==> src/rtl/stopwatch_pkg.sv <==
// Shared stopwatch constants: FSM state encodings and time-counter command codes,
// used by both this control block and the time counter.
package stopwatch_pkg;

    typedef enum logic [1:0] {
        ST_IDLE  = 2'b00,
        ST_COUNT = 2'b01,
        ST_PAUSE = 2'b10,
        ST_LAP   = 2'b11
    } sw_state_t;

    localparam logic [1:0] CNT_IDLE  = 2'b00;
    localparam logic [1:0] CNT_COUNT = 2'b01;
    localparam logic [1:0] CNT_PAUSE = 2'b10;

    typedef struct packed {
        logic [1:0] cnt_ctrl;
        logic       lap_hold;
        logic       run_led;
    } sw_out_t;

    function automatic sw_out_t decode_state(input sw_state_t s);
        sw_out_t o;
        o = '{cnt_ctrl: CNT_IDLE, lap_hold: 1'b0, run_led: 1'b0};
        case (s)
            ST_COUNT: o = '{cnt_ctrl: CNT_COUNT, lap_hold: 1'b0, run_led: 1'b1};
            ST_PAUSE: o = '{cnt_ctrl: CNT_PAUSE, lap_hold: 1'b0, run_led: 1'b0};
            ST_LAP:   o = '{cnt_ctrl: CNT_COUNT, lap_hold: 1'b1, run_led: 1'b1};
            default:  o = '{cnt_ctrl: CNT_IDLE,  lap_hold: 1'b0, run_led: 1'b0};
        endcase
        return o;
    endfunction

endpackage

==> src/rtl/btn_debounce.sv <==
// Active-low button conditioner: 2-FF synchronizer, stability counter and
// a one-cycle press pulse on each accepted high->low transition.
module btn_debounce #(
    parameter logic [15:0] DEB_CNT = 16'd49
) (
    input  logic clk,
    input  logic rst_n,
    input  logic btn_n,
    output logic press
);

    logic        sync1;
    logic        sync2;
    logic        level_q;
    logic        press_q;
    logic [15:0] cnt;
    logic [16:0] cnt_inc;

    // Widened increment so the acceptance compare can never see a wrapped count.
    assign cnt_inc = {1'b0, cnt} + 17'd1;

    always_ff @(posedge clk or negedge rst_n) begin
        if (!rst_n) begin
            sync1   <= 1'b1;
            sync2   <= 1'b1;
            level_q <= 1'b1;
            press_q <= 1'b0;
            cnt     <= 16'd0;
        end else begin
            sync1   <= btn_n;
            sync2   <= sync1;
            press_q <= 1'b0;
            if (sync2 == level_q) begin
                cnt <= 16'd0;
            end else if (cnt_inc >= {1'b0, DEB_CNT}) begin
                level_q <= sync2;
                cnt     <= 16'd0;
                press_q <= ~sync2;
            end else begin
                cnt <= cnt_inc[15:0];
            end
        end
    end

    assign press = press_q;

endmodule

==> src/rtl/stopwatch_ctrl.sv <==
// Stopwatch control: three debounced buttons drive a Moore FSM that commands
// the time counter and the lap display latch.
module stopwatch_ctrl
    import stopwatch_pkg::*;
#(
    parameter logic [15:0] DEB_CNT = 16'd49
) (
    input  logic       clk,
    input  logic       rst_n,
    input  logic       btn_start_n,
    input  logic       btn_clear_n,
    input  logic       btn_lap_n,
    output logic [1:0] cnt_ctrl,
    output logic       lap_hold,
    output logic [1:0] state,
    output logic       run_led
);

    logic      start_p;
    logic      clear_p;
    logic      lap_p;
    sw_state_t state_q;
    sw_state_t state_d;
    sw_out_t   outs;

    btn_debounce #(.DEB_CNT(DEB_CNT)) u_deb_start (
        .clk(clk), .rst_n(rst_n), .btn_n(btn_start_n), .press(start_p)
    );
    btn_debounce #(.DEB_CNT(DEB_CNT)) u_deb_clear (
        .clk(clk), .rst_n(rst_n), .btn_n(btn_clear_n), .press(clear_p)
    );
    btn_debounce #(.DEB_CNT(DEB_CNT)) u_deb_lap (
        .clk(clk), .rst_n(rst_n), .btn_n(btn_lap_n), .press(lap_p)
    );

    always_ff @(posedge clk or negedge rst_n) begin
        if (!rst_n) state_q <= ST_IDLE;
        else        state_q <= state_d;
    end

    // Each branch tests only the pulses legal in that state, in clear > start > lap order.
    always_comb begin
        state_d = state_q;
        case (state_q)
            ST_IDLE: begin
                if (start_p) state_d = ST_COUNT;
            end
            ST_COUNT: begin
                if (start_p)    state_d = ST_PAUSE;
                else if (lap_p) state_d = ST_LAP;
            end
            ST_PAUSE: begin
                if (clear_p)      state_d = ST_IDLE;
                else if (start_p) state_d = ST_COUNT;
            end
            ST_LAP: begin
                if (start_p)    state_d = ST_PAUSE;
                else if (lap_p) state_d = ST_COUNT;
            end
            default: state_d = ST_IDLE;
        endcase
    end

    always_comb begin
        outs = decode_state(state_q);
    end

    assign cnt_ctrl = outs.cnt_ctrl;
    assign lap_hold = outs.lap_hold;
    assign run_led  = outs.run_led;
    assign state    = state_q;

endmodule

==> config.mk <==
export PLATFORM = sky130hd
export DESIGN_NAME = stopwatch_ctrl
export DESIGN_NICKNAME = d
export VERILOG_FILES = /design/src/rtl/stopwatch_pkg.sv /design/src/rtl/btn_debounce.sv /design/src/rtl/stopwatch_ctrl.sv
export SDC_FILE = /design/constraint.sdc
export NUM_CORES = 1
export LEC_CHECK = 0
export ABC_AREA = 1
export CORE_AREA = 2 2 74 94
export DETAILED_ROUTE_END_ITERATION = 12
export DIE_AREA = 0 0 76 96
export GPL_TIMING_DRIVEN = 1
export PLACE_DENSITY = 0.79
export SLEW_MARGIN = 20
export SYNTH_ARGS = -nofsm -noshare
export SYNTH_HDL_FRONTEND = slang
export SYNTH_HIERARCHICAL = 1
export SYNTH_SLANG_ARGS = --single-unit
==> constraint.sdc <==
create_clock -name clk -period 4.95 [get_ports clk]
set_input_delay 0.99 -clock clk [delete_from_list [all_inputs] [get_ports clk]]
set_output_delay 0.99 -clock clk [all_outputs]
set_load 0.1 [all_outputs]
==> After elaboration in Yosys (flattened, before gate mapping) <==
Index checks and enable logic that the tools add are counted.
Widths: inputs -> output; s select.
{ "word_totals": {"inputBits": 5, "wordCells": 61, "output_inout_bits": 6, "regBits": 62} }
{ "op_classes": {"addsub": 3, "bitwise": 6, "muxes": 20, "n_lt_le_gt_ge": 3, "eq_ne": 8, "reduce_logical": 5} }
{ "ops": {"columns": ["op", "n"], "rows": [
  ["$mux 16", 6],
  ["$add 16x1->17 const B", 3],
  ["$ge 17x6->1 const B", 3],
  ["$mux 2", 6],
  ["$pmux 4 s3", 1],
  ["$pmux 2 s4", 1],
  ["$reduce_and 2->1", 4],
  ["$mux 1", 6],
  ["$ne 3x1->1 const B", 2],
  ["$not 1->1", 6],
  ["$eq 2x2->1 const B", 2],
  ["$eq 1x1->1", 3],
  ["$eq 2x1->1 const B", 1],
  ["$logic_not 2->1", 1]
]} }

==> Longest topological paths before layout <==
Gate-level depths: netlist of the first run.
{ "logic_depth": {"word_depth": 4, "ltp_mapped": 13, "depth_no_buf": 13} }

==> By module <==
The synthesis of the first run kept the hierarchy.
{ "modules_own_cells": {"columns": ["module", "n_inst", "area_each_um2", "cells_per_inst", "seq_area_each_um2"], "rows": [
  ["btn_debounce at u_deb_clear ...", 2, 1156.1, 153, 504.2],
  ["btn_debounce at u_deb_lap", 1, 1142.3, 152, 504.2],
  ["stopwatch_ctrl", 1, 130.1, 21, 50.0]
]} }

==> Least setup slack after synthesis of the first run <==
Ideal clock, no wire load.
{ "synth_path": {"path_kind": "reg-to-output", "from": "reg state_q[1], in the netlist state[1]", "to": "out cnt_ctrl[1]", "t_arrival_ns": 2.377, "path_buffers": 0, "path_slack_ns": 1.583, "path_stages_with_launch": 3, "required_time_ns": 3.960, "path_cell_list": "dfrtp_1 inv_1 nor2_1"} }
{ "synth_via": {"elab_chain_cells": 2, "word_cells_on_any_way": 4, "classes_between": "3 x eq/ne; 1 x mux"} }
{ "synth_lines": {"columns": ["item", "line_no", "rtl"], "rows": [
  ["start: declaration", "stopwatch_ctrl.sv:22", "sw_state_t state_q;"],
  ["start signal: assignment", "stopwatch_ctrl.sv:38", "else state_q <= state_d;"],
  ["$eq 2x2->1 / $eq 2x1->1 (equally long branches)", "stopwatch_pkg.sv:25", "case (s)"],
  ["$pmux 4 s3 *", "stopwatch_pkg.sv:25", null],
  ["end: declaration", "stopwatch_ctrl.sv:13", "output logic [1:0] cnt_ctrl,"]
]} }
Mark *: on every way between the ends. The rest lies on a longest branch, timed or not.

==> Worst setup path after layout of the first run <==
{ "layout_path": {"from": "reg state_q[0], in the netlist state[0]", "to": "out cnt_ctrl[1]"} }
Same word-level chain as after synthesis.

==> run metrics, run 1 <==
GRT Residual Overflow 0; Slew HR 35.1%; gpl congestion 0.867; core area 6400 um2; VDD IR-drop max around 0.32 mV; Die Area 7300 um2; post-synthesis cell count 479; Slew Viols, Final 0; worst r2r src u_deb_clear/cnt[0]$_DFF_PN0_; initial DRC count 211; Worst Setup Start Kind register; hold depth 0; Worst setup EP type output port; reg2reg path depth 10; Hold Path Class register to register; final WL about 6400 um; hold endpoint u_deb_start/sync2$_DFF_PN1_; fillers 545; Synth-to-Final Area Change 14.2%; Nets ~540; First-pass DRT Iterations 4; Wirelength per Cell 10.4 um; setup tns final 0 ns; pin count of the biggest net entering global routing 63; hold_sp u_deb_start/sync1$_DFF_PN1_; status finished, final reports clean; CTS tree done; Tightest Pin Transition 0.971 ns; CP peak stage delay 1.15 ns; Total GRT Usage about a fifth; Via density 4.79; Via Count 2959; commonest non-fill, non-tap cell in the layout nand2_1; Yosys cell types 27; RR Endpoint u_deb_clear/cnt[0]$_DFF_PN0_; Hold Vio Cnt, Final 0; Final Skew 0.00721 ns; final period utilization 63.1%; TritonCTS Buffers 9; vias in the first global route 2880; Synth Cell Area 3580 um2; port bufs 10; fmax around 320 MHz; critical-path cell list nor2_1 > clkdlybuf4s50_1; Synth Warn # 6; Residual DRC 0; layout cell share with drive strength beyond 1 ~15%; max cap viols 0; Yosys reg bits 62; fin crit period 3.12 ns; HPWL after DPL 4870 um; Lkg Pwr slightly above 2 nW; num rows 33; die height 96 um; antenna cell count 0; top-area cell type share of the netlist area 37.0%; Area contributors post-synth dfrtp_1 (37%), nand2_1 (15%), inv_1 (8.2%), dfstp_2 (6.6%), nand3_1 (5.7%); RSZ-0062 raised after global routing no; commonest non-fill, non-tap cells in the layout nand2_1 (146), inv_1 (78), dfrtp_1 (53); clock latency on the worst-skew pair 0.33 ns; CTS max path bufs 2; reg-to-reg slack, setup ~3.1 ns; Initial Util between 50 and 60%; Crit Path Class register to output port; Worst Path Buf+Inv 1; required time worst endpoint 3.96 ns; Post CTS Setup Buffer Count 0; clock transition at the registers of the reported paths ~0.07 ns; Post-CTS Resized 0; Mean Syn Cell Area 7.48 um2; root buffer cell clkbuf_8; final setup fails 0; CP arrival 2.13 ns; fin util 63.9%; register area share after synthesis between 40% and 50%; Num Clock Sinks 62; critical path fanouts, max 8; die extent in x 76 um; H-tree Lvls 3; largest area contributor in the netlist dfrtp_1; antenna violations before repair 0; first-pass GRT wire length 11600 um; # IOs 11; CP delay by family, top buffers and inverters; Hold Buf Count CTS 0; Routed Antenna Nets 0; P per Cell Area 300 nW/um2; critical path's slowest cell clkdlybuf4s50_1
## report_power, final
group / leakage, nW / total (W) / internal, W / switching (W)
Clock: 0.107 / 0.000468 / 0.000281 / 0.000187
Combinational: 1.17 / 0.000204 / 0.0000470 / 0.000157
Sequential: 0.758 / 0.000555 / 0.000533 / 0.0000228
Total: 2.03 / 0.00123 / 0.000861 / 0.000367
## registers in the layout (all words and copies together), names as in the netlist, 2 cells and up
signal,count
state,2
u_deb_lap/cnt,16
u_deb_start/cnt,16
u_deb_clear/cnt,16
## worst register-to-register path: stages (launching register included)
cell and delay, ns:
dfrtp_1 0.43, ha_1 0.26, nand3_1 0.14, nand2_1 0.06, o21ai_1 0.17, inv_1 0.07, nand3_1 0.09, nand2_1 0.09
nor2_4 0.17, nand3_4 0.15, nor2_2 0.12
## synth_stat cells
cell type,n
clkbuf_1,1
nor2_1,42
dfstp_2,9
nand2_2,12
nand4_4,1
dfrtp_1,53
ha_1,6
or2_0,1
nand3_1,41
nand4_1,16
nand3_4,2
nor2_2,20
inv_2,4
and3_1,2
conb_1,3
nor3_1,2
xor2_1,4
buf_4,1
nand3_2,1
a21oi_1,6
o21bai_1,5
inv_1,78
o21ai_1,4
o21ai_0,3
nand2_1,146
nand3b_1,2
nor2_4,14
## stage by stage
stage,cell area (um2),setup WS (ns),power (W),instances,hold WS [ns]
floorplan,3690,1.58,0.000718,506,0.345
finish,4090,1.83,0.00123,618,0.356
global route,4090,1.76,0.00128,618,0.358
detailed placement,3890,2.17,0.000770,602,0.350
CTS,4090,1.80,0.00124,618,0.356
global placement,3890,2.25,0.000763,602,0.345
## routing by layer
| metal | wire length (um) | vias to the layer above | GRT usage, % |
|---|---|---|---|
| met3 | 194 | 17 | 4.32 |
| met5 | 0 | - | 0 |
| li1 | - | 1543 | - |
| met4 | 130 | 0 | 8.33 |
| met1 | 2700 | 1342 | 21.7 |
| met2 | 3410 | 57 | 37.9 |
## worst max path at each step
stage                         startpoint  slack, ns           to  cells after the start
floorplan           state[1]$_DFFE_PN0P_       1.58  cnt_ctrl[1]                      2
global placement    state[0]$_DFFE_PN0P_       2.25  cnt_ctrl[1]                      2
detailed placement  state[0]$_DFFE_PN0P_       2.17  cnt_ctrl[1]                      2
CTS                 state[0]$_DFFE_PN0P_       1.80  cnt_ctrl[1]                      2
global route        state[0]$_DFFE_PN0P_       1.76     lap_hold                      3
finish              state[0]$_DFFE_PN0P_       1.83  cnt_ctrl[1]                      2
## logic make-up (layout without fill, tap and decap cells)
family          count (synthesis)  count (layout)  synth area share (%)
other cells                     3              30                 0.314
xor+xnor                        4               4                 0.977
simple gates                  302             302                  41.3
flops                          62              62                  43.6
fa+ha+maj                       6               6                  2.09
buf+inv                        84             109                  8.90
compound gates                 18              18                  2.86
## cell type report
cell class | instances | area, um2 | share of cell area [%]
clock inverter | 5 | 75.1 | 1.83
timing repair buffer | 11 | 103 | 2.51
sequential | 62 | 1560 | 38.2
multi-input combinational | 360 | 1800 | 44.1
tap | 87 | 109 | 2.66
inverter | 82 | 308 | 7.52
clock buffer | 11 | 131 | 3.21
Power figures use the tool's default switching activity.
==> run 2, diff against run 1 <==
Clock period 4.95 ns to 3.2 ns, I/O delays scaled along.
==> run metrics, run 2 (synthesis results as in run 1) <==
pre-CTS WS 1.44 ns (-0.731 ns); Via Count 2892 (-2.3%); RSZ-0062 raised after global routing no; Worst Setup Start Kind register; Tightest Pin Transition 0.631 ns (-0.340 ns); HPWL after DPL 4730 um (-2.7%); vias in the first global route 2818 (-2.2%); first-pass GRT wire length 11100 um (-4.3%); fillers 563 (+3.3%); layout cell share with drive strength beyond 1 15.8% (+0.91 points); Total GRT Usage 18.9% (-1.1 points); Initial Util 56.0% (unchanged); Crit Path Class register to output port; final non-filler cell total 619 (+0.16%); Slew HR 57.9% (+23 points); top flop regs u_deb_clear/cnt x16, u_deb_lap/cnt x16, u_deb_start/cnt x16; final period utilization around 60%; Num Clock Sinks 62 (unchanged); status finished, final reports clean; final worst slack 1.26 ns (-0.563 ns); CP arrival 1.30 ns (-0.83 ns); required time worst endpoint 2.56 ns (-1.40 ns); area of the multi-input gates 1800 um2 (unchanged); DP Area 3880 um2 (-0.19%); Wirelength per Cell 9.60 um (-7.7%); pin count of the biggest net entering global routing 31 (-51%); Nets 538 (+0.19%); critical path's slowest cell dfrtp_1; Reg area 1560 um2 (unchanged); critical path fanouts, max 8 (unchanged); First-pass DRT Iterations 5 (+1); antenna cell count 0 (unchanged); CP delay by family, top flip-flops; fmax 517 MHz; final setup fails 0 (unchanged); CTS tree done; Hold Vio Cnt, Final 0 (unchanged); Routed Antenna Nets 0 (unchanged); die height 96 um (unchanged); # IOs 11 (unchanged); VDD IR-drop max 0.328 mV (+2.5%); num rows 33 (unchanged); Hold Buf Count CTS 0 (unchanged); Final Skew 0.00594 ns (-0.00127 ns); gpl congestion 0.889 (+2.5%); H-tree Lvls 3 (unchanged); clock latency on the worst-skew pair 0.32 ns (about the same); worst r2r src u_deb_start/cnt[0]$_DFF_PN0_; P per Cell Area 433 nW/um2 (+44%); Hold Path Class input port to asynchronous set/reset pin; CTS max path bufs 2 (unchanged); Lkg Pwr 2.02 nW (-0.40%); TritonCTS Buffers 9 (unchanged); fin crit period 1.94 ns; die extent in x 76 um (unchanged); Residual DRC 0 (unchanged); Synth-to-Final Area Change 13.0%; setup tns final 0 ns (unchanged); GRT Residual Overflow 0 (unchanged); Slew Viols, Final 0 (unchanged); root buffer cell clkbuf_8; Post CTS Setup Buffer Count 0 (unchanged); port bufs 10 (unchanged); final WL 5940 um (-7.6%); max cap viols 0 (unchanged); initial DRC count 152 (-28%); Die Area 7300 um2 (unchanged); Via density 4.67 (-2.4%); Worst Path Buf+Inv 1 (unchanged); antenna violations before repair 0 (unchanged); commonest non-fill, non-tap cells in the layout nand2_1 (146), inv_1 (78), dfrtp_1 (53); Post-CTS Resized 0 (unchanged); commonest non-fill, non-tap cell in the layout nand2_1; Worst setup EP type output port; clock transition at the registers of the reported paths 0.06 ns (about the same); Worst Setup SP state[0]$_DFFE_PN0P_; critical-path cell list nor2_1 > buf_4; final instance area 4050 um2 (-1.0%); Placed Instances 603 (+0.17%); CP peak stage delay 0.47 ns (-0.68 ns); core area 6400 um2 (unchanged)
run 2: changes by cell type in the layout (fill, tap and decap cells not counted):
cell,before,now
buf_4,1,8
bufinv_16,2,0
clkbuf_1,2,4
clkbuf_8,9,11
clkdlybuf4s50_1,9,3
clkinv_2,3,1
run 2: area by class of cell:
| cell class | instances | area share, % |
|---|---|---|
| timing repair buffer | 12 | 2.35 |
| multi-input combinational | 360 | 44.5 |
| sequential | 62 | 38.6 |
| tap | 87 | 2.69 |
| clock buffer | 15 | 4.11 |
| clock inverter | 1 | 0.124 |
| inverter | 82 | 7.60 |
run 2: routing by layer:
layer  GRT usage [%]  up-vias  share of wire, %
met1            20.8     1306                44
met5               0        -                 0
met4            9.70        0               2.1
met3            3.56       11               2.6
met2            35.0       38                51
li1                -     1537                 -
run 2: report_power, final:
group	internal [W]	leakage [nW]	total, W	switching [W]
clock	0.000324	0.0877	0.000589	0.000265
sequential	0.000824	0.758	0.000860	0.0000359
combinational	0.0000659	1.18	0.000306	0.000240
total	0.00121	2.02	0.00176	0.000541
run 2: final timing paths:
kind / end / slack, ns / cells past startpoint
hold / removal: u_deb_clear/cnt[13]$_DFF_PN0_ / 0.33 / 1
setup reg to reg: u_deb_start/cnt[1]$_DFF_PN0_ / 1.43 / 11
hold reg to reg: u_deb_start/sync2$_DFF_PN1_ / 0.35 / 0
min in group clk: u_deb_start/sync2$_DFF_PN1_ / 0.35 / 0
max in group asynchronous: u_deb_lap/level_q$_DFFE_PN1P_ / 2.13 / 2
setup / recovery: cnt_ctrl[1] / 1.26 / 2
run 2: metrics by stage:
step | utilization, % | power [W] | hold WS, ns
after floorplan | - | 0.00111 | 0.344
after global placement | 60.6 | 0.00118 | 0.346
after detailed placement | 60.6 | 0.00118 | 0.348
after CTS | 63.3 | 0.00178 | 0.343
after global routing | 63.3 | 0.00184 | 0.362
final | 63.3 | 0.00176 | 0.331
==> run 3, diff against run 2 <==
Settings changed: CORE_AREA 2 2 74 94 to 2 2 75 95, DIE_AREA 0 0 76 96 to 0 0 77 97, PLACE_DENSITY 0.79 to 0.8.
Clock period 3.2 ns to 1.6 ns, I/O delays scaled along.
==> run metrics, run 3 (synthesis results as in run 1) <==
status complete, but fails checks; failing checks negative setup slack; CTS tree done; num rows 33 (unchanged); initial DRC count 173 (+14%); pin count of the biggest net entering global routing 63 (+100%); layout cell share with drive strength beyond 1 32.4% (+17 points); fmax 555 MHz; Num Clock Sinks 62 (unchanged); port bufs 10 (unchanged); Lkg Pwr 2.30 nW (+14%); fillers 471 (-16%); TritonCTS Buffers 9 (unchanged); clock transition at the registers of the reported paths 0.07 ns (about the same); max cap viols 0 (unchanged); die extent in x 77 um (+1.3%); Slew Viols, Final 0 (unchanged); gpl congestion 0.852 (-4.2%); Via Count 3237 (+12%); Residual DRC 0 (unchanged); final instance area 4790 um2 (+18%); GRT Residual Overflow 0 (unchanged); Hold Vio Cnt, Final 0 (unchanged); Die Area 7470 um2 (+2.4%); P per Cell Area 850 nW/um2 (+96%); Routed Antenna Nets 0 (unchanged); H-tree Lvls 3 (unchanged); root buffer cell clkbuf_8; DP Area 4080 um2 (+5.2%); Hold WS 0.364 ns (+0.0323 ns); most frequent cell on the critical path nand2_1; CP delay by family, top simple AND/OR/NAND/NOR gates; Nets 567 (+5.4%); First-pass DRT Iterations 6 (+1); final WL 7690 um (+29%); final worst slack -0.202 ns (-1.47 ns); fin util 73.4% (+10 points); Total GRT Usage 21.0% (+2.1 points); commonest non-fill, non-tap cells in the layout nand2_1 (129), inv_1 (72), dfrtp_1 (44); Worst Setup Start Kind register; Reg area 1580 um2 (+0.88%); first-pass GRT wire length 12600 um (+13%); Power Total 0.00407 W (+130%); die height 97 um (+1.0%); CP peak stage delay 0.42 ns (-0.05 ns); antenna violations before repair 0 (unchanged); core area 6520 um2 (+1.9%); fin crit period 1.80 ns; # IOs 11 (unchanged); CP arrival 2.07 ns (+0.77 ns); area of the multi-input gates 2120 um2 (+18%); Crit Path Class register to register; critical path fanouts, max 6 (-2); critical-path cell list buf_6 > nand2_4 > nor2_4 > nand3_1 > nand2_1 > nand2_1 > nor2_1 > nand2_1 > nor2_4 > nand3_4 > nor2_2; CTS max path bufs 2 (unchanged); VDD IR-drop max 0.678 mV (+110%); Via density 5.00 (+6.9%); antenna cell count 0 (unchanged); Wirelength per Cell 11.9 um (+24%); final setup fails 24 (+24); HPWL after DPL 5140 um (+8.7%); Final Skew 0.00693 ns (+0.000990 ns); critical path's slowest cell dfrtp_1; Worst setup EP type register; required time worst endpoint 1.87 ns (-0.69 ns); vias in the first global route 3124 (+11%); clock latency on the worst-skew pair 0.34 ns (+0.02 ns); RSZ-0062 raised after global routing yes; top flop regs u_deb_clear/cnt x16, u_deb_lap/cnt x16, u_deb_start/cnt x16; final period utilization 113%; commonest non-fill, non-tap cell in the layout nand2_1; Worst Path Buf+Inv 1 (unchanged); Hold Path Class register to register; Initial Util 54.9% (-1.1 points); Synth-to-Final Area Change 33.5%
-- run 3: cell count changes in the layout (fill, tap and decap cells not counted), moves of 8 or more --
cell     delta
dfrtp_2     +8
nand2_1    -17
nand2_4     +9
nand2_2     +8
nand3_1    -14
buf_6       +9
nor2_1     -10
nand3_2     +9
buf_4      +12
dfrtp_1     -9
-- run 3: layout make-up --
type,count,area share (%)
inverters,82,6.72
clock inverters,6,1.78
well taps,87,2.27
repair buffers,41,9.12
clock buffers,10,2.88
multi-input cells,360,44.3
flip-flops and latches,62,32.9
-- run 3: worst register-to-register path: cells and delay by family (launching register included) --
family / cells / cell delay (ns)
buffers and inverters: 1 / 0.13
flip-flops: 1 / 0.42
AND/OR/NAND/NOR: 10 / 1.20
-- run 3: per-layer routing --
layer | GRT usage (%) | vias up | part of all wire [%]
met4 | 10.9 | 0 | 3.0
met1 | 21.8 | 1514 | 38
met5 | 0 | - | 0
met3 | 4.48 | 27 | 4.0
met2 | 39.1 | 87 | 55
li1 | - | 1609 | -
-- run 3: repair_timing --
item,4_1_cts,5_1_grt
hold endpoints to repair,53,0
setup endpoints to repair,25,25
resized for setup,38,58
pin swaps,17,27
buffers inserted,9,6
hold buffers,1,0
-- run 3: final timing paths --
check,slack [ns],cells past startpoint,to,start
max in group asynchronous,0.78,3,u_deb_lap/sync1$_DFF_PN1_,rst_n
hold reg to reg,0.36,0,u_deb_lap/sync2$_DFF_PN1_,u_deb_lap/sync1$_DFF_PN1_
setup reg to reg,-0.20,11,u_deb_start/cnt[3]$_DFF_PN0_,u_deb_start/cnt[1]$_DFF_PN0_
setup / recovery,-0.20,11,u_deb_start/cnt[3]$_DFF_PN0_,u_deb_start/cnt[1]$_DFF_PN0_
hold / removal,0.36,0,u_deb_lap/sync2$_DFF_PN1_,u_deb_lap/sync1$_DFF_PN1_
min in group asynchronous,0.50,3,u_deb_clear/cnt[9]$_DFF_PN0_,rst_n
-- run 3: where the power goes --
group          leakage (nW)  switching, W  total [W]  internal [W]
Clock                 0.108      0.000598    0.00151      0.000913
Combinational          1.45      0.000546   0.000820      0.000274
Sequential            0.744     0.0000836    0.00174       0.00165
Total                  2.30       0.00123    0.00407       0.00284
-- run 3: stage by stage --
step	setup TNS (ns)	std cells	setup WS, ns
6_report	-2.90	648	-0.202
5_1_grt	-5.96	648	-0.341
4_1_cts	-2.35	642	-0.136
3_5_place_dp	-3.34	616	-0.207
3_3_place_gp	-1.53	616	-0.111
2_1_floorplan	-0.0773	506	-0.0659
